### src/rtl/packet_pkg.sv
// Wire-format constants and FSM encoding shared by the receive and transmit
// packet framers.
package packet_pkg;

    localparam logic [7:0] SYNC0_BYTE   = 8'h55;
    localparam logic [7:0] SYNC1_BYTE   = 8'hAA;
    localparam int         HEADER_BYTES = 7;

    localparam logic [1:0] ERR_NONE         = 2'd0;
    localparam logic [1:0] ERR_LEN_MISMATCH = 2'd1;
    localparam logic [1:0] ERR_LEN_RANGE    = 2'd2;
    localparam logic [1:0] ERR_TIMEOUT      = 2'd3;

    typedef enum logic [2:0] {
        ST_SYNC0,
        ST_SYNC1,
        ST_CMD,
        ST_LENA_H,
        ST_LENA_L,
        ST_LENB_H,
        ST_LENB_L,
        ST_PAYLOAD
    } state_e;

endpackage

### src/rtl/packet_rx.sv
// Receive-side packet framer: hunts for 55 AA, parses cmd and a duplicated
// length, collects a fixed-size payload and publishes held fields on a strobe.
module packet_rx
    import packet_pkg::*;
#(
    parameter int PAYLOAD_BYTES  = 32,
    parameter int TIMEOUT_CYCLES = 100000
) (
    input  logic                       clock,
    input  logic                       reset,
    input  logic [7:0]                 rx_data,
    input  logic                       rx_valid,
    output logic [7:0]                 cmd,
    output logic [15:0]                len,
    output logic [8*PAYLOAD_BYTES-1:0] payload,
    output logic                       packet_valid,
    output logic                       frame_error,
    output logic [1:0]                 err_code,
    output logic                       busy
);

    localparam int PL_W   = 8 * PAYLOAD_BYTES;
    localparam int CNT_W  = (PAYLOAD_BYTES > 1) ? $clog2(PAYLOAD_BYTES) : 1;
    localparam int IDLE_W = $clog2(TIMEOUT_CYCLES + 1);

    localparam logic [15:0]       MAX_LEN   = 16'(PAYLOAD_BYTES);
    localparam logic [CNT_W-1:0]  LAST_IDX  = CNT_W'(PAYLOAD_BYTES - 1);
    localparam logic [IDLE_W-1:0] IDLE_LAST = IDLE_W'(TIMEOUT_CYCLES - 1);

    state_e              state, state_next;
    logic [7:0]          cmd_sh;
    logic [15:0]         lena_sh;
    logic [7:0]          lenb_hi;
    logic [15:0]         lenb;
    logic [PL_W-1:0]     pl_sh, pl_next;
    logic [CNT_W-1:0]    byte_cnt;
    logic [IDLE_W-1:0]   idle_cnt;
    logic                in_frame, timeout_hit, abort, done;
    logic [1:0]          abort_code;

    assign in_frame    = (state != ST_SYNC0) && (state != ST_SYNC1);
    // An arriving byte always beats the timeout on the same cycle.
    assign timeout_hit = in_frame && !rx_valid && (idle_cnt == IDLE_LAST);
    assign lenb        = {lenb_hi, rx_data};
    assign pl_next     = PL_W'({pl_sh, rx_data});

    always_comb begin
        state_next = state;
        abort      = 1'b0;
        abort_code = ERR_NONE;
        done       = 1'b0;
        if (timeout_hit) begin
            abort      = 1'b1;
            abort_code = ERR_TIMEOUT;
            state_next = ST_SYNC0;
        end else if (rx_valid) begin
            case (state)
                ST_SYNC0:  if (rx_data == SYNC0_BYTE) state_next = ST_SYNC1;
                ST_SYNC1: begin
                    if (rx_data == SYNC1_BYTE)      state_next = ST_CMD;
                    else if (rx_data != SYNC0_BYTE) state_next = ST_SYNC0;
                end
                ST_CMD:    state_next = ST_LENA_H;
                ST_LENA_H: state_next = ST_LENA_L;
                ST_LENA_L: state_next = ST_LENB_H;
                ST_LENB_H: state_next = ST_LENB_L;
                ST_LENB_L: begin
                    if (lenb != lena_sh) begin
                        abort      = 1'b1;
                        abort_code = ERR_LEN_MISMATCH;
                        state_next = ST_SYNC0;
                    end else if (lena_sh > MAX_LEN) begin
                        abort      = 1'b1;
                        abort_code = ERR_LEN_RANGE;
                        state_next = ST_SYNC0;
                    end else begin
                        state_next = ST_PAYLOAD;
                    end
                end
                ST_PAYLOAD: begin
                    if (byte_cnt == LAST_IDX) begin
                        done       = 1'b1;
                        state_next = ST_SYNC0;
                    end
                end
                default:   state_next = ST_SYNC0;
            endcase
        end
    end

    always_ff @(posedge clock) begin
        if (reset) begin
            state        <= ST_SYNC0;
            cmd_sh       <= '0;
            lena_sh      <= '0;
            lenb_hi      <= '0;
            pl_sh        <= '0;
            byte_cnt     <= '0;
            idle_cnt     <= '0;
            cmd          <= '0;
            len          <= '0;
            payload      <= '0;
            err_code     <= ERR_NONE;
            packet_valid <= 1'b0;
            frame_error  <= 1'b0;
            busy         <= 1'b0;
        end else begin
            state        <= state_next;
            busy         <= (state_next != ST_SYNC0);
            packet_valid <= done;
            frame_error  <= abort;
            if (abort) err_code <= abort_code;

            if (rx_valid) begin
                case (state)
                    ST_CMD:     cmd_sh        <= rx_data;
                    ST_LENA_H:  lena_sh[15:8] <= rx_data;
                    ST_LENA_L:  lena_sh[7:0]  <= rx_data;
                    ST_LENB_H:  lenb_hi       <= rx_data;
                    ST_PAYLOAD: pl_sh         <= pl_next;
                    default: ;
                endcase
            end

            if (done) begin
                cmd     <= cmd_sh;
                len     <= lena_sh;
                payload <= pl_next;
            end

            if (rx_valid || !in_frame || timeout_hit) idle_cnt <= '0;
            else                                      idle_cnt <= idle_cnt + 1'b1;

            if (state_next != ST_PAYLOAD)             byte_cnt <= '0;
            else if (state == ST_PAYLOAD && rx_valid) byte_cnt <= byte_cnt + 1'b1;
        end
    end

endmodule

### config.mk
export PLATFORM = sky130hd
export DESIGN_NAME = packet_rx
export DESIGN_NICKNAME = d
export VERILOG_FILES = /design/src/rtl/packet_pkg.sv /design/src/rtl/packet_rx.sv
export SDC_FILE = /design/constraint.sdc
export NUM_CORES = 1
export LEC_CHECK = 0
export BUFFER_PORTS_ARGS = -buffer_cell sky130_fd_sc_hd__buf_2
export CAP_MARGIN = 20
export CORE_ASPECT_RATIO = 0.5
export CORE_MARGIN = 5
export CORE_UTILIZATION = 25
export CTS_CLUSTER_DIAMETER = 50
export DETAILED_ROUTE_END_ITERATION = 8
export HOLD_SLACK_MARGIN = 0.15
export PLACE_DENSITY = 0.43
export SYNTH_ARGS = -nofsm -noshare
export SYNTH_HDL_FRONTEND = slang
export SYNTH_SLANG_ARGS = --single-unit
### constraint.sdc
create_clock -name clock -period 2.8 [get_ports clock]
set_clock_uncertainty 0.1 [all_clocks]
set_input_delay 0 -clock clock [delete_from_list [all_inputs] [get_ports clock]]
set_output_delay 0 -clock clock [all_outputs]
set_load 0.005 [all_outputs]
Yosys cells after proc, flatten, opt, wreduce, memory -nomap -nowiden

Cells that the tools add are included.

Output and inout bits: 285
Logic and storage cells: 74
Bits in registers: 590
Input bits: 11

Reduce and logical (&&, ||, !) cells: 18
$lt $le $gt $ge: 1
Muxes and demuxes: 23
Eq/ne operators: 15
$add $sub $neg: 2

Operators by type and width:

| cell                                                                             | number |
|---|---|
| 3-bit two-way mux                                                                | 8 |
| 3-bit case mux with 8 select lines                                               | 1 |
| 17-bit by 1-bit adder with 17-bit output, second input constant                  | 1 |
| 17-bit equality test, second input constant                                      | 1 |
| 16-bit by 6-bit greater-than comparator with 1-bit output, second input constant | 1 |
| 16-bit != test                                                                   | 1 |
| 3-bit equality test, second input constant                                       | 4 |
| 2-bit two-way mux                                                                | 5 |
| 2-bit AND reduction                                                              | 5 |
| 1-bit two-way mux                                                                | 9 |
| 8-bit by 7-bit equality test with 1-bit output, second input constant            | 1 |
| 8-bit equality test, second input constant                                       | 1 |
| 8-bit by 7-bit != test with 1-bit output, second input constant                  | 1 |
| 3-bit by 2-bit equality test with 1-bit output, second input constant            | 2 |
| 3-bit nonzero test                                                               | 2 |
| 5-bit by 1-bit adder with 5-bit output, second input constant                    | 1 |
| 5-bit equality test, second input constant                                       | 1 |
| 1-bit logical AND                                                                | 4 |
| 2-bit OR reduction                                                               | 2 |
| 3-bit by 1-bit equality test with 1-bit output, second input constant            | 1 |
| 3-bit zero test                                                                  | 1 |
| 3-bit by 1-bit != test with 1-bit output, second input constant                  | 1 |
| 3-bit != test, second input constant                                             | 1 |
| 1-bit zero test                                                                  | 2 |
| 1-bit logical OR                                                                 | 2 |

Depth between registers and ports, before layout

Depth after elaboration: 8
Gate-level depth with buffers: 9
Gate-level depth less buffers: 8

Worst setup path before layout

Ideal clock, no wire load.

Path kind: reg-to-reg
From: register byte_cnt[0]
To: register byte_cnt[0]
Buffers on the path: 0
Stages on the path, launching flop included: 9
Setup time: 112 ps
Required time: 2588 ps
Arrival: 1978 ps
Setup slack: 610 ps
Clock period less this slack: 2190 ps
Path through: dfxtp_1 ha_1 and3_1 ha_1 a21bo_2 a2111o_1 o31ai_1 a41oi_4 a2111oi_1

Word-level cells in the longest chain between the ends: 7
Elaborated cells on any way between the ends: 8
Those cells by class: add/sub (1); eq/ne (2); mux (4); reduce/logical (1)

Ends and longest elaborated chain:

| item                               | RTL line         | source |
|---|---|---|
| start, declared                    | packet_rx.sv:36  | `logic [CNT_W-1:0] byte_cnt;` |
| start signal, assigned             | packet_rx.sv:135 | `else if (state == ST_PAYLOAD && rx_valid) byte_cnt <= byte_cnt + 1'b1;` |
| 5-bit equality test                | packet_rx.sv:81  | `if (byte_cnt == LAST_IDX) begin` |
| 3-bit two-way mux                  | packet_rx.sv:81  |  |
| 3-bit case mux with 8 select lines | packet_rx.sv:57  | `case (state)` |
| 3-bit two-way mux                  | packet_rx.sv:56  | `end else if (rx_valid) begin` |
| 3-bit two-way mux                  | packet_rx.sv:52  | `if (timeout_hit) begin` |
| 3-bit != test                      | packet_rx.sv:134 | `if (state_next != ST_PAYLOAD) byte_cnt <= '0;` |
| 2-bit OR reduction (no line)       | --               |  |

Parallel ways exist; a longest one is shown, timed or not.
A chain may end at the register's enable or synchronous reset.

Final worst setup path

From: register state[2]
To: register lena_sh[2]

Word-level cells in the longest chain between the ends: 2

Ends and longest elaborated chain:

| item                          | RTL line         | source |
|---|---|---|
| start, declared               | packet_rx.sv:30  | `state_e state, state_next;` |
| start signal, assigned        | packet_rx.sv:108 | `state <= state_next;` |
| 3-bit equality test           | packet_rx.sv:115 | `case (state)` |
| 2-bit AND reduction (no line) | --               |  |
| end signal, assigned          | packet_rx.sv:118 | `ST_LENA_L: lena_sh[7:0] <= rx_data;` |
| end, declared                 | packet_rx.sv:32  | `logic [15:0] lena_sh;` |

No other way between the ends.

==> flow_summary.ini <==
[sta]
period_needed_ps = 2490
post-route-period-util_pct = 88.9
setup_ws_ps = 310
max_freq_ghz = 0.402
fin_hold_ws_ps = 212
setup_viol = 0
hold_viol_final = 0
rsz0062_at_grt = no
slew_viol_final = 0
finalSetupTns_ps = 0
tightest_slew_ps = 1010
relSlewSlack_pct = 32.6

[global_route]
grt_pass1_vias = 17100
grt_max_degree = 210
antenna_found_initial = 0
grt_pass1_wl_um = 100000
overflow = 0
groute.usage.overall_pct = 14.0

[cts]
clockBufferDepth = 3
cts_buffers = 60
clkSinkCount = 590
cts.reportedPaths.clkPinSlew_ps = 60
cts_tree = yes
htree_levels = 2
insertion_delay_ps = 620
clock-root-buffer = clkbuf_16

[route]
drt_first_pass_iters = 5
wl_per_cell_um = 16.2
vias = 17700
ant_nets = 0
postRouteWirelength_um = 65100
viasPerCell = 4.41
drtIter0Drc = 1039
drc_errors = 0

[power_and_ir_drop]
power_mw = 17.0
vdd_drop_max_uv = 416
p_per_area_nw_per_um2 = 661
p_leak_nw = 9.07

[placement]
placed_area_um2 = 23500
post-place-cells = 3887
dpl.hpwl_um = 41400
gp_congestion = 0.766
portBuffers = 295
pre_cts_ws_ps = 302

[critical_path]
crit_path_frequent_cell = dlygate4sd3_1
cp_data_arrival_time_ps = 2950
crit_chain = inv_1 -> nor3_1 -> buf_4 -> nand2_1 -> dlygate4sd3_1 -> a21oi_1 -> dlygate4sd3_1
cp_data_required_time_ps = 3260
cp_max_fo = 12
end_kind = register
cpMaxStageDelayCell = dlygate4sd3_1
cp_slowest_stage_delay_ps = 560
criticalPathCategory = reg -> reg
startpoint_type = register

[synth]
synth_flop_cell = dfxtp_1
synthDistinctLibCells = 45
yosys.area.top_type = dfxtp_1
synth_warnings = 0
syn_nets = 2663
synth_seq_cells = 590
synth_edf_count = 0
synth_cells = 2649
yosysTopAreaCellShare_pct = 56.8
async_flop_share_pct = 0
synthTopCellsByArea = dfxtp_1 (57%), nand2_1 (21%), a21oi_1 (14%)
synth_area_um2 = 20800
ys_seq_area_share_pct = 56.8
synth.avg_cell_area_um2 = 7.85

[job]
maxCapViolations = 0

[floorplan]
dieArea_um2 = 89300
io_pins = 296
core_um2 = 82000
die_w_um = 418
die_h_um = 214
fp-row-count = 74
start_util_pct = 25.3

[final_layout]
layout-drive-gt1-share_pct = 15.1
antenna_cells = 0
instances_no_fill = 4011
area_growth_syn_to_layout_pct = 23.5
finalCoreUtilization_pct = 31.3
final_common_cell = nand2_1
design_area_um2 = 25700
fin_nets = 2874
most-common-layout-cells = nand2_1 (1137), dfxtp_1 (589), a21oi_1 (567), buf_2 (294), clkbuf_16 (60)

[outcome]
status = complete, no violations

[min_path]
hold_class = in -> reg
==> cell type report <==
class | instances | area [um2]
clock inverters | 19 | 262
well taps | 1102 | 1380
multi-input cells | 1858 | 8220
fillers | 8977 | 56400
inverters | 5 | 18.8
flip-flops and latches | 590 | 11800
repair buffers | 345 | 2170
clock buffers | 92 | 1790
==> layer usage <==
layer | vias up | global-route usage [%] | wire length (um)
li1 | 9015 | - | -
met1 | 8410 | 17.8 | 29300
met2 | 191 | 24.5 | 32000
met3 | 76 | 2.70 | 2540
met4 | 0 | 3.51 | 1280
met5 | - | 0 | 0
==> cell families (layout without fill, tap and decap cells) <==
kind of cell,after synthesis,count (layout),share of synthesized area (%)
AND/OR/NAND/NOR,1224,1224,23.0
flip-flops,590,590,56.8
AO/OA/AOI/OAI,595,595,14.8
adder cells (fa/ha/maj),3,3,0.181
XOR/XNOR,34,34,1.43
buffers and inverters,201,461,3.74
multiplexers,2,2,0.0963
==> worst max-delay path: cells and delay by family (launching register included) <==
kind / cells / cell delay [ps]
AO/OA/AOI/OAI: 1 / 120
AND/OR/NAND/NOR: 2 / 260
buffers and inverters: 4 / 1490
flip-flops: 1 / 470
==> Yosys cell counts, types with 2 or more instances <==
master	n
a211oi_1	2
a2111oi_1	5
nor2_1	32
ha_1	3
mux2i_1	2
a21o_1	2
nor4_1	3
buf_1	9
nand3_1	9
and2_1	2
nand2_1	1138
o21ai_1	2
nand4_1	10
and3_1	6
a31oi_1	4
a21oi_1	567
and4_1	2
or4_1	3
inv_1	5
nor3_1	5
nor4bb_1	3
xor2_1	10
buf_2	18
clkbuf_1	169
or4bb_1	2
dfxtp_1	590
xnor2_1	24
o21ai_0	3
o22ai_1	3
==> report_power, final <==
part / internal, mW / switching [mW]
Combinational: 0.0409 / 0.183
Clock: 4.87 / 3.47
Sequential: 8.39 / 0.00116
==> what timing repair did <==
item / CTS / global route
setup endpoints to repair: 0 / 1
hold buffers: 13 / 0
buffers inserted: 0 / 0
resized for setup: 0 / 1
hold endpoints to repair: 281 / 0
==> flip-flops by register name (all words and copies together), names as in the netlist, 2 cells and up <==
register	flops
payload	256
pl_sh	248
idle_cnt	17
len	16
lena_sh	16
cmd	8
cmd_sh	8
lenb_hi	8
byte_cnt	5
state	3
err_code	2
==> final timing paths <==
| kind | startpoint | to | slack [ps] | depth (start not counted) |
|---|---|---|---|---|
| worst max register to register | state[2]$_SDFF_PP0_ | lena_sh[2]$_SDFFE_PP0P_ | 310 | 7 |
| worst min-delay path | rx_data[0] | cmd_sh[0]$_SDFFE_PP0P_ | 210 | 4 |
| worst max-delay path | state[2]$_SDFF_PP0_ | lena_sh[2]$_SDFFE_PP0P_ | 310 | 7 |
| worst min register to register | payload[202]$_SDFFE_PP0P_ | payload[202]$_SDFFE_PP0P_ | 350 | 2 |
(Power assumes the default switching activity.)
